==> config.mk <==
export PLATFORM = sky130hd
export DESIGN_NAME = break_unit
export DESIGN_NICKNAME = d
export VERILOG_FILES = /design/src/rtl/break_pkg.sv /design/src/rtl/break_channel.sv /design/src/rtl/break_unit.sv
export SDC_FILE = /design/constraint.sdc
export NUM_CORES = 1
export LEC_CHECK = 0
export ABC_AREA = 0
export CAP_MARGIN = 5
export CORE_AREA = 3 3 163 165
export DETAILED_ROUTE_END_ITERATION = 8
export DIE_AREA = 0 0 166 168
export PLACE_DENSITY = 0.67
export SLEW_MARGIN = 20
export SYNTH_ARGS = -nofsm -noshare
export SYNTH_HDL_FRONTEND = slang
export SYNTH_SLANG_ARGS = --single-unit
==> constraint.sdc <==
create_clock -name clk -period 3 [get_ports clk]
set_input_delay 0.3 -clock clk [delete_from_list [all_inputs] [get_ports clk]]
set_output_delay 0.3 -clock clk [all_outputs]
set_load 0.01 [all_outputs]
==> src/rtl/break_pkg.sv <==
// Shared types for the breakpoint unit: breakpoint kinds and controller states.
package break_pkg;

  localparam int unsigned KIND_W = 2;

  typedef enum logic [KIND_W-1:0] {
    BK_PC     = 2'd0,
    BK_IFETCH = 2'd1,
    BK_DREAD  = 2'd2,
    BK_DWRITE = 2'd3
  } bp_kind_e;

  typedef enum logic [1:0] {
    ST_RUN     = 2'd0,
    ST_STOPPED = 2'd1,
    ST_RESUME  = 2'd2
  } brk_state_e;

endpackage

==> src/rtl/break_channel.sv <==
// One breakpoint channel: masked address compare on the selected monitor plus
// a saturating skip counter that decides whether a match actually fires.
module break_channel
  import break_pkg::*;
#(
  parameter int unsigned ADDR_W = 32,
  parameter int unsigned CNT_W  = 8
) (
  input  logic              clk,
  input  logic              reset,
  input  logic              arm_i,
  input  logic [ADDR_W-1:0] pc_i,
  input  logic              pc_valid_i,
  input  logic [ADDR_W-1:0] iaddr_i,
  input  logic              ien_i,
  input  logic [ADDR_W-1:0] daddr_i,
  input  logic              den_i,
  input  logic              dwe_i,
  input  logic              en_i,
  input  bp_kind_e          kind_i,
  input  logic [ADDR_W-1:0] addr_i,
  input  logic [ADDR_W-1:0] mask_i,
  input  logic [CNT_W-1:0]  count_i,
  input  logic              load_i,
  output logic              fire_o_c
);

  logic [ADDR_W-1:0] mon_addr_c;
  logic              qual_c;
  logic              hit_c;
  logic [CNT_W-1:0]  cnt_q, cnt_d;

  // Select the monitored address and its qualifier by breakpoint kind.
  always_comb begin
    mon_addr_c = pc_i;
    qual_c     = pc_valid_i;
    case (kind_i)
      BK_PC: begin
        mon_addr_c = pc_i;
        qual_c     = pc_valid_i;
      end
      BK_IFETCH: begin
        mon_addr_c = iaddr_i;
        qual_c     = ien_i;
      end
      BK_DREAD: begin
        mon_addr_c = daddr_i;
        qual_c     = den_i && !dwe_i;
      end
      BK_DWRITE: begin
        mon_addr_c = daddr_i;
        qual_c     = den_i && dwe_i;
      end
      default: ;
    endcase
  end

  assign hit_c = arm_i && en_i && qual_c &&
                 (((mon_addr_c ^ addr_i) & ~mask_i) == '0);

  // A reload consumes the coincident match, so it can neither fire nor count.
  assign fire_o_c = hit_c && !load_i && (cnt_q == '0);

  always_comb begin
    cnt_d = cnt_q;
    if (load_i) begin
      cnt_d = count_i;
    end else if (hit_c && (cnt_q != '0)) begin
      cnt_d = cnt_q - CNT_W'(1);
    end
  end

  always_ff @(posedge clk) begin
    if (reset) begin
      cnt_q <= '0;
    end else begin
      cnt_q <= cnt_d;
    end
  end

endmodule

==> src/rtl/break_unit.sv <==
// Debug breakpoint unit: NUM_BP address channels plus single-step, stopping the
// core clock on a fire and resuming on a rising edge of the host continue level.
module break_unit
  import break_pkg::*;
#(
  parameter  int unsigned NUM_BP = 4,
  parameter  int unsigned ADDR_W = 32,
  parameter  int unsigned CNT_W  = 8,
  localparam int unsigned ID_W   = $clog2(NUM_BP) + 1
) (
  input  logic                           clk,
  input  logic                           reset,
  input  logic [ADDR_W-1:0]              pc,
  input  logic                           pc_valid,
  input  logic [ADDR_W-1:0]              iaddr,
  input  logic                           ien,
  input  logic [ADDR_W-1:0]              daddr,
  input  logic                           den,
  input  logic                           dwe,
  input  logic [NUM_BP-1:0]              bp_en,
  input  logic [NUM_BP-1:0][KIND_W-1:0]  bp_kind,
  input  logic [NUM_BP-1:0][ADDR_W-1:0]  bp_addr,
  input  logic [NUM_BP-1:0][ADDR_W-1:0]  bp_mask,
  input  logic [NUM_BP-1:0][CNT_W-1:0]   bp_count,
  input  logic [NUM_BP-1:0]              cnt_load,
  input  logic                           step_en,
  input  logic                           continue_req,
  output logic                           stop_clk,
  output logic                           stopped,
  output logic [NUM_BP-1:0]              hit_vec,
  output logic [ID_W-1:0]                hit_id
);

  brk_state_e        state_q, state_d;
  logic              stop_clk_q, stop_clk_d;
  logic              stopped_q, stopped_d;
  logic [NUM_BP-1:0] hit_vec_q, hit_vec_d;
  logic [ID_W-1:0]   hit_id_q, hit_id_d;
  logic              cont_q;
  logic              cont_rise_c;
  logic              arm_c;
  logic [NUM_BP-1:0] fire_c;
  logic [ID_W-1:0]   first_id_c;

  // Channels only evaluate while running; STOPPED and RESUME freeze matching.
  assign arm_c       = (state_q == ST_RUN);
  assign cont_rise_c = continue_req && !cont_q;

  for (genvar g = 0; g < NUM_BP; g++) begin : g_ch
    break_channel #(
      .ADDR_W (ADDR_W),
      .CNT_W  (CNT_W)
    ) u_ch (
      .clk        (clk),
      .reset      (reset),
      .arm_i      (arm_c),
      .pc_i       (pc),
      .pc_valid_i (pc_valid),
      .iaddr_i    (iaddr),
      .ien_i      (ien),
      .daddr_i    (daddr),
      .den_i      (den),
      .dwe_i      (dwe),
      .en_i       (bp_en[g]),
      .kind_i     (bp_kind_e'(bp_kind[g])),
      .addr_i     (bp_addr[g]),
      .mask_i     (bp_mask[g]),
      .count_i    (bp_count[g]),
      .load_i     (cnt_load[g]),
      .fire_o_c   (fire_c[g])
    );
  end

  // Lowest firing channel wins the cause code; zero means a step stop.
  always_comb begin
    first_id_c = '0;
    for (int i = int'(NUM_BP) - 1; i >= 0; i--) begin
      if (fire_c[i]) first_id_c = ID_W'(i + 1);
    end
  end

  always_comb begin
    state_d    = state_q;
    stop_clk_d = stop_clk_q;
    stopped_d  = stopped_q;
    hit_vec_d  = hit_vec_q;
    hit_id_d   = hit_id_q;
    case (state_q)
      ST_RUN: begin
        if ((|fire_c) || (step_en && pc_valid)) begin
          state_d    = ST_STOPPED;
          stop_clk_d = 1'b1;
          stopped_d  = 1'b1;
          hit_vec_d  = hit_vec_q | fire_c;
          hit_id_d   = first_id_c;
        end
      end
      ST_STOPPED: begin
        if (cont_rise_c) begin
          state_d    = ST_RESUME;
          stop_clk_d = 1'b0;
          stopped_d  = 1'b0;
          hit_vec_d  = '0;
          hit_id_d   = '0;
        end
      end
      ST_RESUME: begin
        state_d = ST_RUN;
      end
      default: begin
        state_d = ST_RUN;
      end
    endcase
  end

  always_ff @(posedge clk) begin
    if (reset) begin
      state_q    <= ST_RUN;
      stop_clk_q <= 1'b0;
      stopped_q  <= 1'b0;
      hit_vec_q  <= '0;
      hit_id_q   <= '0;
      cont_q     <= 1'b0;
    end else begin
      state_q    <= state_d;
      stop_clk_q <= stop_clk_d;
      stopped_q  <= stopped_d;
      hit_vec_q  <= hit_vec_d;
      hit_id_q   <= hit_id_d;
      cont_q     <= continue_req;
    end
  end

  assign stop_clk = stop_clk_q;
  assign stopped  = stopped_q;
  assign hit_vec  = hit_vec_q;
  assign hit_id   = hit_id_q;

endmodule

# After elaboration in Yosys (flattened, before gate mapping)
# Index checks and enable logic that the tools add are counted.
# Widths: inputs -> output; s select.
# totals
output_inout_bits,9
regBits,43
wordCells,137
in_bits,408
# classes
n_bitwise,13
muxes,32
addsub,4
reduce_logical,64
eq_ne,15
# ops
op,n
$pmux 32 s3,4
$and 32x32->32,4
$logic_not 32->1,4
$not 32->32,4
$xor 32x32->32,4
$mux 8,8
$logic_not 8->1,4
$reduce_bool 8->1,4
$sub 8x1->8 const B,4
$logic_and 1x1->1,28
$mux 3,6
$eq 2x2->1 const B,8
$pmux 1 s4,4
$eq 2x1->1 const B,5
$logic_not 2->1,5
$reduce_bool 2->1,5
$mux 4,2
$pmux 4 s2,1
$reduce_or 2->1,4
$logic_not 1->1,6
$pmux 3 s2,1
$mux 2,2
$ne 2x2->1 const B,2
$or 4x4->4,1
other kinds (7),8

# Depth between registers and ports, before layout
# Gate-level depths: netlist of the first run.
# depth
depth_word,15
mapped_depth,11
ltp_nobuf,10

# By module
# From an unflattened synthesis of the first run, not the netlist that was laid out.
# unflattened
hier_cells,1086
area_unflattened_um2,8549.4
# modules_own_cells
mod,seq_area_each_um2,cells_each,instances,area_per_inst_um2
break_channel (g_ch[1].u_ch ...),160.2,255,3,1986.9
break_channel (g_ch[0].u_ch),160.2,274,1,2145.8
break_unit,220.2,47,1,442.9

# Worst setup path after synthesis of the first run
# OpenSTA, ideal clock, no wires.
# synth_timing
path_type,register -> register
startpoint,register g_ch[1].u_ch.cnt_q[0]
endpoint,register hit_id_q[1] (netlist: hit_id[1])
period_less_slack_ns,2.763
arrival_ns,2.668
t_required_ns,2.905
path_buffers,0
path_stages_with_launch,11
setup_time_ns,0.095
path_slack_ns,0.237
cell_sequence,dfxtp_1 -> inv_1 -> ha_1 -> or3b_2 -> or3_1 -> or4_4 -> o21bai_1 -> nor4_1 -> nand2_1 -> and3_1 -> a221oi_1
# synth_via
elab_chain_cells,6
elab_cells_between_ends,10
cone_classes,1 x eq/ne; 4 x mux; 5 x reduce/logical
# synth_rtl
element,line_no,text
from (decl),break_channel.sv:31,"logic [CNT_W-1:0] cnt_q, cnt_d;"
from (signal assigned),break_channel.sv:77,cnt_q <= cnt_d;
$logic_not 8->1 *,break_channel.sv:62,assign fire_o_c = hit_c && !load_i && (cnt_q == '0);
$logic_and 1x1->1 *,break_channel.sv:62,
$mux 3 / $reduce_or 4->1 (equally long branches),"break_unit.sv:78, break_unit.sv:90",
$mux 3 / $logic_or 1x1->1 (equally long branches),"break_unit.sv:78, break_unit.sv:90",
$mux 3 / $ne 2x2->1 (equally long branches),--,
$pmux 3 s2 / $reduce_and 3->1 (equally long branches),--,
to (signal assigned),break_unit.sv:129,hit_id_q <= hit_id_d;
to (decl),break_unit.sv:38,"logic [ID_W-1:0] hit_id_q, hit_id_d;"
# Every way passes the cells marked *; elsewhere a longest branch is shown, timed or not. The select of a mux whose other input is x is not followed.
# A chain may end at the register's enable or synchronous reset.

# Final worst setup path of the first run
# layout_timing
startpoint,input daddr[7]
endpoint,register g_ch[0].u_ch.cnt_q[4]
# layout_via
elab_chain_cells,7
# layout_rtl
element,line_no,text
from (decl),break_unit.sv:17,"input logic [ADDR_W-1:0] daddr,"
$pmux 32 s3,break_channel.sv:37,case (kind_i)
$xor 32x32->32,break_channel.sv:59,(((mon_addr_c ^ addr_i) & ~mask_i) == '0);
$and 32x32->32,break_channel.sv:59,
$logic_not 32->1,break_channel.sv:59,
$logic_and 1x1->1,break_channel.sv:58,assign hit_c = arm_i && en_i && qual_c &&
$logic_and 1x1->1,break_channel.sv:68,end else if (hit_c && (cnt_q != '0)) begin
$reduce_bool 2->1 (no source line),--,
to (signal assigned),break_channel.sv:77,
to (decl),break_channel.sv:31,
# Every way passes these cells.

==> results.ini, run 1 <==
[status]
status=finished, final reports clean

[synthesis]
synth.distinct_cells=81
syn_inst=1044
synth_area_leaders=mux2i_1, xnor2_1, dfxtp_1, xor2_1, o22ai_1
yosys.area.top_type=mux2i_1
ys_seq_elements=43
synth_edf_count=0
ys_warn_count=0
ys_seq_area_frac=0.104
syn_nets=1457
synth_top_area_share=0.185
async_flop_share=0
syn_area_per_cell_sq_um=7.93
synthesis.area_sq_um=8280
ys.flop_type=dfxtp_1

[global_routing]
grtUsageTotal=0.362
grt_first_pass_wirelength_um=76000
grt-ovfl-total=0
antenna_found_initial=17
grt_busiest_layer=met2
grt_use_met1=0.439
grt_pass1_vias=11800
grt_max_degree=25
grtUsageMet3=0.0864
use_met2=0.611

[clock_network]
cts_tree=built
clk_pin_slew_worst_paths_ps=70
cts_root_buf=clkbuf_16
ctsHoldBuffers=0
clock_sinks=43
clk_latency_ps=290
clockBufferDepth=2
htreeDepth=2
cts_buffers=5

[drt]
drcViolationCount=0
wirelength_um=53900
vias=11600
drtIter0Drc=997
drt-pass1-iter-count=5
wire_per_inst_um=26.3
vias_per_cell=5.68
ant_nets=0

[power_and_ir_drop]
p_per_area_nw_per_um2=234
max-vdd-ir-drop_v=0.000256
p_total_mw=3.65
seqPwrFrac=0.175
swShare=0.385
power.switching_mw=1.40
p_leak_nw=6.55
power.share.combinational=0.662
pwr-share-clk=0.162
p_int_mw=2.24

[finish]
nets=2119
fillers=2268
syn_to_final_growth_pct=87.9
drive_gt1_frac=0.232

[timing]
setup_viol=0
finalCritPeriodShare=0.992
slew_violations=0
finalHoldViolCount=0
min_period_ps=2980
slew_headroom=0.593
tightest_slew_ps=605
finalSetupTns_ps=0
fmax_mhz=336
finClkSkew_ps=5.75

[hold_path]
min_path_cells=2
hp-class=flop to flop

[placed_design]
dpl.hpwl_um=46700
place_congestion=1.05
portBuffers=416

[setup_path]
rr_worst_depth=10
start_kind=input port
cp.required_ps=3180
arrival_ps=3160
critPathCaptureType=flop
path_class=input port to flop
critPathMaxFanout=7

[floorplanning]
die_w_um=166
start_util=0.329
rows=58
core-area_sq_um=25200
io_pins=417
dieHeight_um=168
dieArea_sq_um=27900

[run]
max-cap-violations=0

## synth_stat cells (6+ instances only)
| cell type | instances |
|---|---|
| mux2i_1 | 153 |
| xnor2_1 | 127 |
| xor2_1 | 97 |
| nor2_1 | 90 |
| o22ai_1 | 65 |
| dfxtp_1 | 43 |
| inv_1 | 43 |
| clkbuf_1 | 29 |
| nand2_1 | 26 |
| nor2b_1 | 25 |
| a21oi_1 | 24 |
| nor4_1 | 24 |
| o21ai_0 | 24 |
| nor3_1 | 18 |
| nand2b_1 | 16 |
| a211oi_1 | 15 |
| o221ai_1 | 12 |
| nand3_1 | 10 |
| o2111ai_1 | 10 |
| o311ai_0 | 9 |
| o31ai_1 | 9 |
| or4_1 | 9 |
| nor3b_1 | 8 |
| a221oi_1 | 7 |
| nand4_1 | 7 |
| o31a_1 | 7 |
| or3_1 | 7 |
| buf_2 | 6 |
| buf_4 | 6 |
| o21a_1 | 6 |
| o22a_1 | 6 |
## registers in the layout, summed over array words and instances, names as in the netlist
name and count:
g_ch.u_ch.cnt_q 32, cont_q 1, stopped 1, hit_id 3, state_q 2, hit_vec 4
## metal layers
metal	share of wire	up-vias
li1	-	5254
met1	0.39	5527
met2	0.47	700
met3	0.088	156
met4	0.049	12
met5	0.0015	-
## cell type report
type | instances | area, sq um | share of cell area
timing repair buffer | 704 | 6460 | 0.415
inverter | 45 | 169 | 0.0109
tap | 330 | 413 | 0.0265
antenna | 13 | 32.5 | 0.00209
multi-input combinational | 907 | 7460 | 0.479
sequential | 43 | 861 | 0.0553
clock buffer | 7 | 153 | 0.00981
clock inverter | 1 | 7.51 | 0.000482
## worst paths after layout
path	startpoint	to	slack, ps
hold reg to reg	hit_vec[3]$_SDFFE_PP0P_	hit_vec[3]$_SDFFE_PP0P_	450
setup reg to reg	g_ch[2].u_ch.cnt_q[0]$_SDFFE_PP0P_	hit_id[1]$_SDFFE_PP0P_	80
setup / recovery	daddr[7]	g_ch[0].u_ch.cnt_q[4]$_SDFFE_PP0P_	20
hold / removal	hit_vec[3]$_SDFFE_PP0P_	hit_vec[3]$_SDFFE_PP0P_	450
## per-stage QoR
step,hold WS (ps),utilization,setup slack [ps],area [sq um],cells
3_3_place_gp,441,0.584,-557,14700,2016
5_1_grt,494,0.618,-23.4,15600,2048
6_report,454,0.618,24.3,15600,2050
4_1_cts,456,0.597,3.41,15000,2028
2_1_floorplan,428,-,237,8280,1044
3_5_place_dp,441,0.584,-545,14700,2016
## worst max-delay path, stage by stage
cell and delay, ps:
clkdlybuf4s50_1 540, buf_4 180, xnor2_2 120, o22ai_2 120, nor3_2 250, buf_4 180
o22ai_1 80, or4b_4 490, o31a_1 360, or2_4 300, o221a_2 230
## cells by family after synthesis
group	Yosys count	share of synthesized area
DFF	43	0.104
xor gates and xnor gates	224	0.237
muxes	158	0.192
AOI/OAI and AO/OA	252	0.224
buffers and inverters	94	0.0562
and+or+nand+nor	268	0.180
adders and majority gates	5	0.00755
## power by group through the flow
stage	clock, mW	sequential (mW)	combinational (mW)
final	0.591	0.639	2.42
after global routing	0.619	0.644	2.52
after detailed placement	0	0.650	2.24
after CTS	0.598	0.638	2.29
after global placement	0	0.650	2.23
after floorplan	0	0.643	0.906
## placed cells by master (no fill, tap or decap), drive strengths merged, types with 18 or more instances in the layout
master	instances
nor2	90
dlygate4sd2	25
a21oi	24
nand2	26
mux2i	153
nor3	18
dfxtp	43
xnor2	127
o22ai	65
xor2	97
buf	290
inv	43
nor2b	25
clkdlybuf4s50	371
nor4	25
o21ai	24
## timing repair
action / in CTS / in global routing
gates resized for setup: 57 / 81
setup buffers: 4 / 8
pin swaps: 16 / 29
endpoints found under the setup margin: 31 / 30
gates cloned: 0 / 1
No activity file was read; power rests on OpenSTA's default activity.
==> inputs of run 2 (changes only) <==
- ABC_CLOCK_PERIOD_IN_PS: default -> 3000
- SLEW_MARGIN: 20 -> 40
==> results of run 2 <==
Same layout as run 1: the final DEF is identical, and so are final timing and power.
